[src/rtl/temp_mon_pkg.sv]
// temp_mon_pkg: shared FSM state type, datapath widths and averaging window depth for temp_mon
package temp_mon_pkg;
  localparam int TW = 16;
  localparam int CW = 17;
  localparam int SW = 18;
  localparam int WIN = 4;
  localparam int PW = $clog2(WIN);
  typedef enum logic [2:0] {IDLE, CAPT, CONV, AVG, OUT} state_e;
endpackage

[src/rtl/temp_mon_tick.sv]
// temp_mon_tick: 1 ms prescaler plus sample-period prescaler; clk/rst in, registered one-cycle ms_tick_o and sample_tick_o out
module temp_mon_tick #(
  parameter int CLK_PER_MS = 50000,
  parameter int SAMPLE_MS = 100
) (
  input  logic clk,
  input  logic rst,
  output logic ms_tick_o,
  output logic sample_tick_o
);
  localparam int MW = $clog2(CLK_PER_MS + 1);
  localparam int NW = $clog2(SAMPLE_MS + 1);
  logic [MW-1:0] ms_cnt_q, ms_cnt_d;
  logic [NW-1:0] smp_cnt_q, smp_cnt_d;
  logic ms_wrap, smp_wrap;
  always_comb begin
    ms_wrap = ms_cnt_q == MW'(CLK_PER_MS - 1);
    smp_wrap = ms_wrap && smp_cnt_q == NW'(SAMPLE_MS - 1);
    ms_cnt_d = ms_wrap ? '0 : ms_cnt_q + 1'b1;
    smp_cnt_d = smp_wrap ? '0 : ms_wrap ? smp_cnt_q + 1'b1 : smp_cnt_q;
  end
  always_ff @(posedge clk or posedge rst)
    if (rst) begin
      ms_cnt_q <= '0;
      smp_cnt_q <= '0;
      ms_tick_o <= 1'b0;
      sample_tick_o <= 1'b0;
    end else begin
      ms_cnt_q <= ms_cnt_d;
      smp_cnt_q <= smp_cnt_d;
      ms_tick_o <= ms_wrap;
      sample_tick_o <= smp_wrap;
    end
endmodule

[src/rtl/temp_mon.sv]
// temp_mon: periodic pulse-count sampler -> signed temperature (LSB 0.0625 degC) with over-temp hysteresis and fault flag
// Ports: CLK, RST (async active-high), TEMP_DATA[31:0] in; TEMP_VAL[15:0] signed, TEMP_VLD, OVER_TEMP, SENSOR_FAULT out.
// Build option: define TEMP_MON_AVG_EN for a 4-sample moving average; otherwise AVG passes the converted value through.
module temp_mon
  import temp_mon_pkg::*;
#(
  parameter int CLK_PER_MS = 50000,
  parameter int SAMPLE_MS = 100,
  parameter logic [TW-1:0] CNT_OFFSET = 16'd800,
  parameter logic signed [TW-1:0] HI_TH = 16'sd1360,
  parameter logic signed [TW-1:0] LO_TH = 16'sd1280
) (
  input  logic CLK,
  input  logic RST,
  input  logic [31:0] TEMP_DATA,
  output logic signed [TW-1:0] TEMP_VAL,
  output logic TEMP_VLD,
  output logic OVER_TEMP,
  output logic SENSOR_FAULT
);
  logic ms_tick, smp_tick;
  state_e state_q, state_d;
  logic [31:0] cap_q, cap_d;
  logic signed [CW-1:0] diff;
  logic signed [TW-1:0] conv_q, conv_d, sat, avg, val_q, val_d;
  logic bad, vld_q, vld_d, ot_q, ot_d, flt_q, flt_d;
  temp_mon_tick #(.CLK_PER_MS(CLK_PER_MS), .SAMPLE_MS(SAMPLE_MS)) u_tick (
    .clk(CLK),
    .rst(RST),
    .ms_tick_o(ms_tick),
    .sample_tick_o(smp_tick)
  );
  always_comb begin
    bad = cap_q[31:16] != '0 || cap_q[15:0] == '0;
    diff = $signed({1'b0, cap_q[15:0]}) - $signed({1'b0, CNT_OFFSET});
    // bits 16 and 15 disagree only when the result is outside the 16-bit signed range
    sat = diff[CW-1] != diff[TW-1] ? {diff[CW-1], {(TW-1){~diff[CW-1]}}} : diff[TW-1:0];
    cap_d = state_q == CAPT ? TEMP_DATA : cap_q;
    conv_d = state_q == CONV ? sat : conv_q;
    // a sample tick is always coincident with a ms tick
    state_d = state_q == IDLE ? (smp_tick && ms_tick ? CAPT : IDLE) :
              state_q == CAPT ? CONV :
              state_q == CONV ? (bad ? IDLE : AVG) :
              state_q == AVG  ? OUT : IDLE;
    val_d = state_q == AVG ? avg : val_q;
    vld_d = state_q == AVG;
    ot_d = state_q != AVG ? ot_q : avg >= HI_TH ? 1'b1 : avg <= LO_TH ? 1'b0 : ot_q;
    flt_d = state_q == CONV && bad ? 1'b1 : state_q == AVG ? 1'b0 : flt_q;
  end
`ifdef TEMP_MON_AVG_EN
  logic signed [TW-1:0] win_q [WIN];
  logic signed [TW-1:0] win_d [WIN];
  logic [PW-1:0] ptr_q;
  logic full_q;
  logic signed [SW-1:0] sum;
  // an empty window takes the new value in every slot; otherwise only the oldest slot is replaced
  always_comb begin
    sum = '0;
    for (int i = 0; i < WIN; i++) begin
      win_d[i] = full_q && PW'(i) != ptr_q ? win_q[i] : conv_q;
      sum = sum + SW'(win_d[i]);
    end
    avg = TW'(sum >>> 2);
  end
  always_ff @(posedge CLK or posedge RST)
    if (RST) begin
      for (int i = 0; i < WIN; i++) win_q[i] <= '0;
      ptr_q <= '0;
      full_q <= 1'b0;
    end else if (state_q == AVG) begin
      for (int i = 0; i < WIN; i++) win_q[i] <= win_d[i];
      ptr_q <= full_q ? ptr_q + 1'b1 : '0;
      full_q <= 1'b1;
    end else if (state_q == CONV && bad) begin
      full_q <= 1'b0;
    end
`else
  always_comb avg = conv_q;
`endif
  always_ff @(posedge CLK or posedge RST)
    if (RST) begin
      state_q <= IDLE;
      cap_q <= '0;
      conv_q <= '0;
      val_q <= '0;
      vld_q <= 1'b0;
      ot_q <= 1'b0;
      flt_q <= 1'b0;
    end else begin
      state_q <= state_d;
      cap_q <= cap_d;
      conv_q <= conv_d;
      val_q <= val_d;
      vld_q <= vld_d;
      ot_q <= ot_d;
      flt_q <= flt_d;
    end
  assign TEMP_VAL = val_q;
  assign TEMP_VLD = vld_q;
  assign OVER_TEMP = ot_q;
  assign SENSOR_FAULT = flt_q;
endmodule

[config.mk]
export PLATFORM = sky130hd
export DESIGN_NAME = temp_mon
export DESIGN_NICKNAME = d
export VERILOG_FILES = /design/src/rtl/temp_mon_pkg.sv /design/src/rtl/temp_mon_tick.sv /design/src/rtl/temp_mon.sv
export SDC_FILE = /design/constraint.sdc
export NUM_CORES = 1
export LEC_CHECK = 0
export CAP_MARGIN = 5
export CORE_MARGIN = 2
export CORE_UTILIZATION = 40
export CTS_BUF_LIST = sky130_fd_sc_hd__clkbuf_4 sky130_fd_sc_hd__clkbuf_8
export DETAILED_ROUTE_END_ITERATION = 7
export HOLD_SLACK_MARGIN = 0.06
export SETUP_SLACK_MARGIN = 0.2
export SYNTH_ARGS = -nofsm -noshare
export SYNTH_HDL_FRONTEND = slang
export SYNTH_HIERARCHICAL = 1
export SYNTH_SLANG_ARGS = --single-unit
[constraint.sdc]
create_clock -name CLK -period 4.85 [get_ports CLK]
set_clock_uncertainty 0.1 [all_clocks]
set_input_delay 0.97 -clock CLK [delete_from_list [all_inputs] [get_ports CLK]]
set_output_delay 0.97 -clock CLK [all_outputs]
set_load 0.005 [all_outputs]
## Word-level counts from Yosys, hierarchy flattened

Cells that the tools add are included.

- Register bits after elaboration: 95
- Input port bits: 34
- Output and inout port bits: 19
- Word-level logic and storage cells: 50

- Add/subtract/negate cells: 3
- $lt $le $gt $ge: 2
- Eq/ne operators: 7
- Muxes and demuxes: 14
- Bitwise operators: 2
- Reduce and logical (&&, ||, !) cells: 11

Operators with widths:

| cell | count |
|---|---|
| two-way mux 16 bit | 2 |
| subtractor 16 x 10 -> 17 bit (second input constant) | 1 |
| adder 16 x 1 -> 16 bit (second input constant) | 1 |
| == test 16 bit (second input constant) | 1 |
| greater-or-equal comparator 16 x 12 -> 1 bit (second input constant) | 1 |
| less-or-equal comparator 16 x 12 -> 1 bit (second input constant) | 1 |
| logical NOT 16 bit | 1 |
| nonzero test 16 bit | 1 |
| two-way mux 7 bit | 2 |
| two-way mux 3 bit | 4 |
| adder 7 x 1 -> 7 bit (second input constant) | 1 |
| == test 7 bit (second input constant) | 1 |
| == test 3 x 2 -> 1 bit (second input constant) | 2 |
| nonzero test 2 bit | 3 |
| two-way mux 1 bit | 5 |
| == test 3 x 1 -> 1 bit (second input constant) | 1 |
| logical AND 1 bit | 3 |
| logical NOT 3 bit | 1 |
| != test 3 x 2 -> 1 bit (second input constant) | 1 |
| two-way mux 2 bit | 1 |
| NOT 1 bit | 2 |
| AND reduction 2 bit | 1 |
| logical OR 1 bit | 1 |
| != test 1 bit | 1 |

## Logic depth before layout (Yosys ltp)

Gate-level depths: netlist (run 1).

- Depth after elaboration: 6
- Mapped depth: 8
- Gate-level depth less buffers: 7

## Modules after synthesis

Netlist (run 1), hierarchy kept.

Modules (own cells, without submodules):

| module | instances | cells an instance | area an instance (um^2) | seq. area each (um^2) |
|---|---|---|---|---|
| temp_mon | 1 | 256 | 2959.1 | 1751.7 |
| temp_mon_tick | 1 | 102 | 1176.1 | 625.6 |

## Least setup slack after synthesis (run 1)

OpenSTA, ideal clock, no wires.

- Path type: reg-to-reg
- From: register cap_q[10]
- To: register conv_q[13] (netlist: avg[13])
- Setup time: 124 ps
- Arrival: 1896 ps
- Data required time: 4626 ps
- Setup slack: 2730 ps
- Cell stages (with the launch flop): 7
- Buffers on the path: 1
- Period minus slack after synthesis: 2120 ps
- Path through: dfrtp_1 -> or4_4 -> a311oi_2 -> o32ai_1 -> and2_4 -> buf_6 -> a211o_1

- Cells in the longest elaborated chain, start to end: 3
- Elaborated cells on any way between the ends: 4
- Those cells by class: add/sub (1); eq/ne (1); mux (1); bitwise (1)

RTL lines:

| what | line | text |
|---|---|---|
| start, declared | temp_mon.sv:23 | `logic [31:0] cap_q, cap_d;` |
| start signal, assigned | temp_mon.sv:91 | `cap_q <= cap_d;` |
| subtractor 16 x 10 -> 17 bit (*) | temp_mon.sv:35 | `diff = $signed({1'b0, cap_q[15:0]}) - $signed({1'b0, CNT_OFFSET});` |
| != test 1 bit or NOT 1 bit (tied branches) | temp_mon.sv:37 | `sat = diff[CW-1] != diff[TW-1] ? {diff[CW-1], {(TW-1){~diff[CW-1]}}} : diff[TW-1:0];` |
| two-way mux 16 bit (*) | temp_mon.sv:37 |  |
| end signal, assigned | temp_mon.sv:92 | `conv_q <= conv_d;` |
| end, declared | temp_mon.sv:25 | `logic signed [TW-1:0] conv_q, conv_d, sat, avg, val_q, val_d;` |

Every way passes the cells marked *; elsewhere a longest branch is shown, timed or not.
A chain may end at the register's enable or synchronous reset.

## Final worst setup path (run 1)

- From: register state_q[0]
- To: register conv_q[3] (netlist: avg[3])

- Cells in the longest elaborated chain, start to end: 1

RTL lines:

| what | line | text |
|---|---|---|
| start, declared | temp_mon.sv:22 | `state_e state_q, state_d;` |
| start signal, assigned | temp_mon.sv:90 | `state_q <= state_d;` |
| == test 3 x 2 -> 1 bit | temp_mon.sv:39 | `conv_d = state_q == CONV ? sat : conv_q;` |

Every way passes these cells.

==> results of run 1 <==
==> kinds of logic after synthesis <==
family / count (synthesis) / synth area share
AOI/OAI and AO/OA: 45 / 0.0850
xor gates and xnor gates: 19 / 0.0402
adders and majority gates: 3 / 0.00908
buffers and inverters: 24 / 0.0263
DFF: 95 / 0.575
muxes: 33 / 0.0908
and+or+nand+nor: 139 / 0.174
==> area by class of cell <==
class / count / area [um^2] / area share
multi-input cells: 239 / 1650 / 0.330
clock inverters: 6 / 92.6 / 0.0185
flip-flops and latches: 95 / 2380 / 0.476
clock buffers: 10 / 138 / 0.0275
well taps: 136 / 170 / 0.0341
inverters: 9 / 33.8 / 0.00676
repair buffers: 54 / 536 / 0.107
==> worst paths after layout <==
kind	from	endpoint	slack [ns]	cells after the start
min in group asynchronous	RST	state_q[2]	1.05	2
min reg2reg	TEMP_VAL[3]	TEMP_VAL[3]	0.38	2
max reg2reg	state_q[0]	avg[3]	2.15	4
max	state_q[0]	avg[3]	2.15	4
max in group asynchronous	RST	TEMP_VAL[3]	2.71	3
min	TEMP_VAL[3]	TEMP_VAL[3]	0.38	2
==> sequential cells by signal, summed over array words and instances, names as in the netlist <==
name,cells
u_tick/sample_tick_o,1
u_tick/ms_tick_o,1
u_tick/smp_cnt_q,7
avg,16
cap_q,32
TEMP_VAL,16
SENSOR_FAULT,1
u_tick/ms_cnt_q,16
TEMP_VLD,1
state_q,3
OVER_TEMP,1
==> placed cells by master, fill, tap and decap left out, types with 2 or more instances in the layout <==
cell type / netlist / layout
dfrtp_1: 95 / 95
nand2_1: 62 / 62
clkdlybuf4s50_1: 0 / 52
mux2_2: 32 / 32
nor2_1: 14 / 14
a221o_1: 11 / 11
xnor2_1: 10 / 10
o21ai_0: 10 / 10
nand3_1: 10 / 10
nor4_1: 10 / 10
clkbuf_8: 0 / 10
xor2_1: 9 / 9
inv_1: 8 / 7
nand4_1: 7 / 7
and3_1: 5 / 5
nor3_1: 4 / 4
nand2b_1: 3 / 3
a21oi_1: 3 / 3
ha_1: 3 / 3
and4_1: 3 / 3
nand3b_1: 2 / 2
a211o_1: 2 / 2
a211oi_1: 2 / 2
o31ai_1: 2 / 2
and2_1: 2 / 2
o21a_1: 2 / 2
bufinv_16: 0 / 2
clkinvlp_4: 0 / 2
buf_4: 1 / 2
nor2b_1: 2 / 2
a22o_1: 2 / 2
==> routing by layer <==
metal / track usage / wire length (um) / vias up
li1: - / - / 1388
met1: 0.226 / 4000 / 1333
met2: 0.214 / 3370 / 56
met3: 0.0266 / 295 / 9
met4: 0.0592 / 101 / 0
met5: 0 / 0 / -
==> critical path, cell delays in order, from the launching register on <==
cell     delay (ns)
dfrtp_1        0.41
or3b_2         0.67
a31oi_1        0.93
and2_4         0.40
a221o_1        0.13
==> power groups by stage <==
stage / combinational, mW / clock, mW / sequential (mW)
4_1_cts: 0.0450 / 0.603 / 0.791
3_5_place_dp: 0.0448 / 0 / 0.807
6_report: 0.0431 / 0.582 / 0.791
5_1_grt: 0.0484 / 0.637 / 0.792
3_3_place_gp: 0.0443 / 0 / 0.807
2_1_floorplan: 0.0118 / 0 / 0.807
==> impl_results.md, run 1 <==
- Syn nets: ~400
- Clock power share: 0.411
- CTS Hold Bufs: 0
- GPL Wtd Cong: just under 0.8
- Max_cap viols: 0
- Power density over cell area: about 280 nW/um^2
- Clk Latency, worst-skew pair: 0.35 ns
- Core Region: 10,200 um^2
- Post-CTS Resized: 0
- FFs w/ async S/R, synth: 1.00
- Leak Pwr: between 2 and 2.5 nW
- Core Rows: 37
- Max FO, Critical Path: 21
- CTS clk-pin slew, worst paths: 0.09 ns
- GR Overflow Total: 0
- Seq/Total Area, Yosys: 0.575
- Final instance area: 5000 um^2
- Placed Cells: 533
- Post-synth EDFFs: 0
- Via count: 2,786
- Synth area leader: dfrtp_1
- DR iter-0 viols: between 100 and 150
- RSZ-0062 raised after global routing: no
- Logic pwr share: 0.030
- Minimum period implied by the final worst setup slack: 2.70 ns
- Final core utilization: 0.491
- ANT cells: 0
- Internal power: 1.12 mW
- Final setup violation count: 0
- CP arrival: between 2 and 3 ns
- Mapped Avg Cell Area: 11.6 um^2
- Setup ws final: 2.15 ns
- Postcts setup bufs: 0
- Post-DP HPWL: ~5.5 mm
- Critical path type: register to register
- CP endpoint kind: register
- CTS tree: built
- Via density per instance: 5.07
- Top cells by area, synth: dfrtp_1, mux2_2, nand2_1, a221o_1, xnor2_1
- Area Growth Syn to Fin: 20.8%
- # fillers: 966
- Commonest cells post-synth: dfrtp_1, nand2_1, mux2_2, nor2_1, a221o_1
- Part of the power in registers: 0.559
- Post-Synthesis Cells: roughly 360
- CTS max path bufs: 2
- Routed wire length: 7.76 mm
- Largest net degree at the start of global routing: 42
- Ports: 53
- I/O Buffers: 52
- Vias in the first global route: 2,750
- Max VDD drop: 158 uV
- Total power: 1.42 mW
- CP Data Required Time: approximately 5 ns
- Share of cells above drive strength 1: 0.148
- Final Non-Filler Cells: roughly 550
- Place WS: about 2.2 ns
- CTS Buf Count: 9
- Die Height: 106 um
- Yosys reg bits: 95
- Ys Warns: 6
- Worst slew margin: 0.210
- Worst slew pin tran: 1.18 ns
- NumNets Final: 445
- First-pass GRT wire length: 13.6 mm
- Clk sinks: 95
- CP startpoint kind: register
- DRC viols: 0
- Avg WL per Cell: 14.1 um
- Total GRT Usage: 0.150
- Number of library cell types mapped by synthesis: between 50 and 60
- Area share of the largest cell type after synthesis: 0.575
- Synth Cell Area: 4140 um^2
- Highest clock rate: 0.370 GHz
- Setup TNS Final: 0 ns
- Post-route ant nets: 0
- Initial Util: 0.406
- Status: finished clean
- Most common cell in the netlist: dfrtp_1
- Hold crit path type: register to register
- Switching fraction of total power: 0.208
- Final hold vios: 0
- Most common flop cell mapped by yosys: dfrtp_1
- Die area: 11,200 um^2
- CTS H-tree lvls: 3
- Pre-Repair DR Iteration Count: 4
- Total placed instance area: roughly 4800 um^2
- Net Switching: 0.294 mW
- Root Buffer: clkbuf_8
- Final Max Slew Viols: 0
- Die Wd: 106 um
- Initial antenna violation count: 0
- Fin crit share: 0.557
- Hold_ws: about 0.38 ns
Power figures use the tool's default switching activity.
==> run 2, diff against run 1 <==
==> constraint.sdc (replaced) <==
create_clock -name CLK -period 2.2 [get_ports CLK]
set_clock_uncertainty 0.1 [all_clocks]
set_input_delay 0.44 -clock CLK [delete_from_list [all_inputs] [get_ports CLK]]
set_output_delay 0.44 -clock CLK [all_outputs]
set_load 0.005 [all_outputs]
==> impl_results.md, run 2 (synthesis gave the netlist of run 1 again) <==
- Status: finished clean
- Crit path max-delay family: simple AND/OR/NAND/NOR gates
- Via count: 2,878 (+3.3%)
- # fillers: 942 (-2.5%)
- CTS clk-pin slew, worst paths: 0.09 ns (about the same)
- Root Buffer: clkbuf_8
- Vias in the first global route: 2,787 (+1.3%)
- Critical path origin: cap_q[13]
- Worst setup path endpoint: avg[6]
- Worst slew pin tran: 0.518 ns (-0.662 ns)
- CTS tree: built
- Power density over cell area: 614 nW/um^2 (+120%)
- Place WS: 0.148 ns (-2.06 ns)
- Critical path type: register to register
- Ports: 53 (unchanged)
- CTS H-tree lvls: 3 (unchanged)
- Final hold vios: 0 (unchanged)
- CP bufs+invs: 0 (unchanged)
- DRC viols: 0 (unchanged)
- Setup TNS Final: 0 ns (unchanged)
- Crit path cell chain: or4_4, a311oi_4, o32ai_4, and2_4, a221o_1
- Core Rows: 37 (unchanged)
- Placed Cells: 543 (+1.9%)
- GPL Wtd Cong: 0.766 (-0.83%)
- R2R depth: 5 (+1)
- Clk Latency, worst-skew pair: 0.36 ns (about the same)
- Die Height: 106 um (unchanged)
- Post-DP HPWL: 5.86 mm (+6.5%)
- RSZ-0062 raised after global routing: yes
- Area Growth Syn to Fin: 26.4%
- Leak Pwr: 2.48 nW (+4.4%)
- NumNets Final: 461 (+3.6%)
- CTS Buf Count: 9 (unchanged)
- GR Overflow Total: 0 (unchanged)
- CP startpoint kind: register
- Initial antenna violation count: 0 (unchanged)
- Multi-input gate area: 1710 um^2 (+3.9%)
- First-pass GRT wire length: 13.8 mm (+1.9%)
- I/O Buffers: 52 (unchanged)
- Die Wd: 106 um (unchanged)
- Worst reg2reg path startpoint: cap_q[13]
- Most common cell after layout, fill and taps aside: dfrtp_1
- Final Non-Filler Cells: 565 (+2.9%)
- Largest net degree at the start of global routing: 34 (-19%)
- Hold crit path type: register to register
- Final setup violation count: 0 (unchanged)
- CP Depth: 5 (+1)
- DR iter-0 viols: 101 (-30%)
- ANT cells: 0 (unchanged)
- CP max-delay cell: or4_4
- Share of cells above drive strength 1: 0.196 (+0.0481)
- CP endpoint kind: register
- CTS max path bufs: 2 (unchanged)
- Minimum period implied by the final worst setup slack: 2.07 ns (-0.629 ns)
- Post-route ant nets: 0 (unchanged)
- Via density per instance: 5.09 (+0.38%)
- Fin crit share: 0.942 (+0.385)
- Die area: 11,200 um^2 (unchanged)
- Max VDD drop: 268 uV (+70%)
- Highest clock rate: 0.482 GHz (+30%)
- RR Endpoint: avg[6]
- Final Max Slew Viols: 0 (unchanged)
- Setup ws final: 0.127 ns (-2.02 ns)
- Max FFs per register: 32 (unchanged)
- R2R setup slack: 0.13 ns (-2.02 ns)
- Total placed instance area: 4900 um^2 (+2.9%)
- Max_cap viols: 0 (unchanged)
- Pre-Repair DR Iteration Count: 4 (unchanged)
- CTS Hold Bufs: 0 (unchanged)
- Register area: 2380 um^2 (about the same)
- Hold_ws: 0.377 ns (+0.000351 ns)
- Worst slew margin: 0.654 (+0.444)
- Hold Path Cell Cnt: 2 (unchanged)
- Avg WL per Cell: 14.3 um (+1.2%)
- Most flops, register: cap_q
- Critical Path Max Stage Delay: 0.58 ns (-0.35 ns)
- Core Region: 10,200 um^2 (unchanged)
- Routed wire length: 8.09 mm (+4.2%)
- Final instance area: 5230 um^2 (+4.7%)
- CP Data Required Time: 2.33 ns (-2.70 ns)
- Most frequent cells in the layout: dfrtp_1, nand2_1, clkdlybuf4s50_1
- Clk sinks: 95 (unchanged)
- Initial Util: 0.406 (unchanged)
- CP arrival: 2.21 ns (-0.67 ns)
- Max FO, Critical Path: 6 (-71%)
- Total GRT Usage: 0.154 (+0.00416)
run 2: cell type report:
type | count | area share
Tap cell | 136 | 0.0325
Timing Repair Buffer | 69 | 0.131
Inverter | 9 | 0.00718
Multi-Input combinational cell | 240 | 0.328
Sequential cell | 95 | 0.455
Clock inverter | 7 | 0.0230
Clock buffer | 9 | 0.0237
run 2: worst reg2reg max path: stages (launching register included):
cell and delay (ns):
dfrtp_1 0.40, or4_4 0.59, a311oi_4 0.26, o32ai_4 0.14, and2_4 0.21, a221o_1 0.26
run 2: stage by stage:
stage	utilization	power, mW
2_1_floorplan	-	1.81
3_3_place_gp	0.481	1.89
3_5_place_dp	0.481	1.89
4_1_cts	0.505	3.26
5_1_grt	0.513	3.35
6_report	0.513	3.21
run 2: metal layers:
metal  up-vias  routed length [um]  global-route usage
met5         -                   0                   0
met4         0                 127              0.0620
met3        11                 290              0.0272
met2        57                3620               0.223
met1      1394                4050               0.230
li1       1416                   -                   -
run 2: power breakdown:
part | leakage [nW] | switching [mW] | internal (mW)
combinational | 1.06 | 0.0441 | 0.0609
sequential | 1.30 | 0 | 1.74
clock | 0.120 | 0.602 | 0.759
run 2: worst min-delay path by stage:
stage	startpoint	endpoint	slack [ns]
detailed placement	TEMP_VAL[9]	TEMP_VAL[9]	0.36
floorplan	u_tick/ms_cnt_q[0]	u_tick/ms_cnt_q[0]	0.35
finish	TEMP_VAL[0]	TEMP_VAL[0]	0.38
global route	TEMP_VAL[15]	TEMP_VAL[15]	0.40
CTS	TEMP_VAL[9]	TEMP_VAL[9]	0.39
global placement	TEMP_VAL[8]	TEMP_VAL[8]	0.36
run 2: what timing repair did:
action | CTS | global route
pin swaps | 1 | 1
setup endpoints to repair | 12 | 24
resized for setup | 0 | 9
cloned | 0 | 1
buffers inserted | 0 | 5
==> variant (flow settings as in run 2) <==
One comparison of `smp_cnt_q` changes from == to >=.
--- a/src/rtl/temp_mon_tick.sv
+++ b/src/rtl/temp_mon_tick.sv
@@ -15,7 +15,7 @@
   logic ms_wrap, smp_wrap;
   always_comb begin
     ms_wrap = ms_cnt_q == MW'(CLK_PER_MS - 1);
-    smp_wrap = ms_wrap && smp_cnt_q == NW'(SAMPLE_MS - 1);
+    smp_wrap = ms_wrap && smp_cnt_q >= NW'(SAMPLE_MS - 1);
     ms_cnt_d = ms_wrap ? '0 : ms_cnt_q + 1'b1;
     smp_cnt_d = smp_wrap ? '0 : ms_wrap ? smp_cnt_q + 1'b1 : smp_cnt_q;
   end
Function: no difference found for any inputs over 10 cycles, from zero or initial values and one cycle with RST high; that may be too few to reach the edited logic, so the function may still have changed.
==> variant against run 2 <==
Critical path depth is the same; wire length up 4.8%; core utilization down 0.31 points; synthesized area is 0.88% higher; critical path type unchanged; highest routed layer unchanged; cell area is 0.14% lower; sequential cell count unchanged; largest power group unchanged; power shrank 9.4%; worst setup slack better by 0.0023 ns.
==> variant: results (changes against run 2) <==
outcome=complete, no violations; Post-CTS Setup Bufs=5 (+5); clk slew on worst S/H paths=0.09 ns (about the same); Seq/Total Area, Yosys=0.570 (-0.00500); GP Congestion=0.847 (+10%); Synth Area in Compound Gates=0.0870 (+0.00196); met2 wire len=4070 µm (+12%); Reg power frac=0.600 (+0.057); adder-cell share of the synthesized area=0.00900 (-0.0000790); met1 GRT Util=0.223 (-0.00696); post-synthesis mux area share=0.0783 (-0.0125); routed wl met3=260 µm (-10%); Area contributors post-synth=dfrtp_1 (57%), mux2_2 (7.8%), nand2_1 (6.5%); post-synth cell types=53 (-8.6%); Leakage Power=2.50 nW (+0.80%); initial DRC count=110 (+8.9%); synthesized instance count=369 (+3.1%); placed insts=553 (+1.8%); P_sw=0.637 mW (-1.4%); FMAX=0.483 GHz (+0.11%); vias in the first global route=2890 (+3.7%); Total Wirelength=8480 µm (+4.8%); VDD IR max=0.000258 V (-3.5%); # fillers=952 (+1.1%); Post-synth top cells=dfrtp_1 (95), nand2_1 (72), mux2_2 (29); xor-xnor portion of the synthesized cell area=0.0399 (-0.000350); layout cell share with drive strength beyond 1=0.191 (-0.00490); post-place setup slack=0.114 ns (-0.0342 ns); clock power share=0.366 (-0.058); total number of vias=2994 (+4.0%); All-Layer GR Usage=0.163 (+0.00887); M3 GR Usage=0.0423 (+0.0151); Routed WL per cell=14.7 µm (+2.8%); first-pass GRT wire length=14400 µm (+4.3%)
variant: area by class of cell:
| cell class | count | area share |
|---|---|---|
| repair buffers | 68 | 0.128 |
| clock buffers | 11 | 0.0290 |
| well taps | 136 | 0.0326 |
| inverters | 11 | 0.00959 |
| clock inverters | 5 | 0.00599 |
| flip-flops and latches | 95 | 0.455 |
| multi-input cells | 250 | 0.339 |
variant: cell families (layout without fill, tap and decap cells):
logic type,after synthesis,count (layout)
compound gates,48,48
xor+xnor,19,19
fa+ha+maj,3,3
buf+inv,25,95
flops,95,95
mux,29,29
simple gates,150,151
variant: path summary, 6_finish.rpt:
kind / start / to / depth (start not counted)
setup reg to reg: cap_q[10]$_DFFE_PP0P_ / avg[10]$_DFFE_PP0P_ / 5
hold reg to reg: TEMP_VAL[8]$_DFFE_PP0P_ / TEMP_VAL[8]$_DFFE_PP0P_ / 2
max in group asynchronous: RST / cap_q[14]$_DFFE_PP0P_ / 3
setup / recovery: cap_q[10]$_DFFE_PP0P_ / avg[10]$_DFFE_PP0P_ / 5
hold / removal: TEMP_VAL[8]$_DFFE_PP0P_ / TEMP_VAL[8]$_DFFE_PP0P_ / 2
min in group asynchronous: RST / u_tick/smp_cnt_q[1]$_DFFE_PP0P_ / 3
variant: worst register-to-register path, cell delays in order (launching register included):
cell and delay [ns]:
dfrtp_1 0.39, or4_4 0.59, a311oi_4 0.28, o32ai_4 0.15
and2_4 0.21, a221o_1 0.25
variant: per-stage QoR:
stage / power (mW) / cell area (µm²)
4_1_cts: 2.95 / 5170
3_5_place_dp: 1.88 / 4920
2_1_floorplan: 1.81 / 4200
5_1_grt: 3.05 / 5220
3_3_place_gp: 1.88 / 4920
6_report: 2.91 / 5220
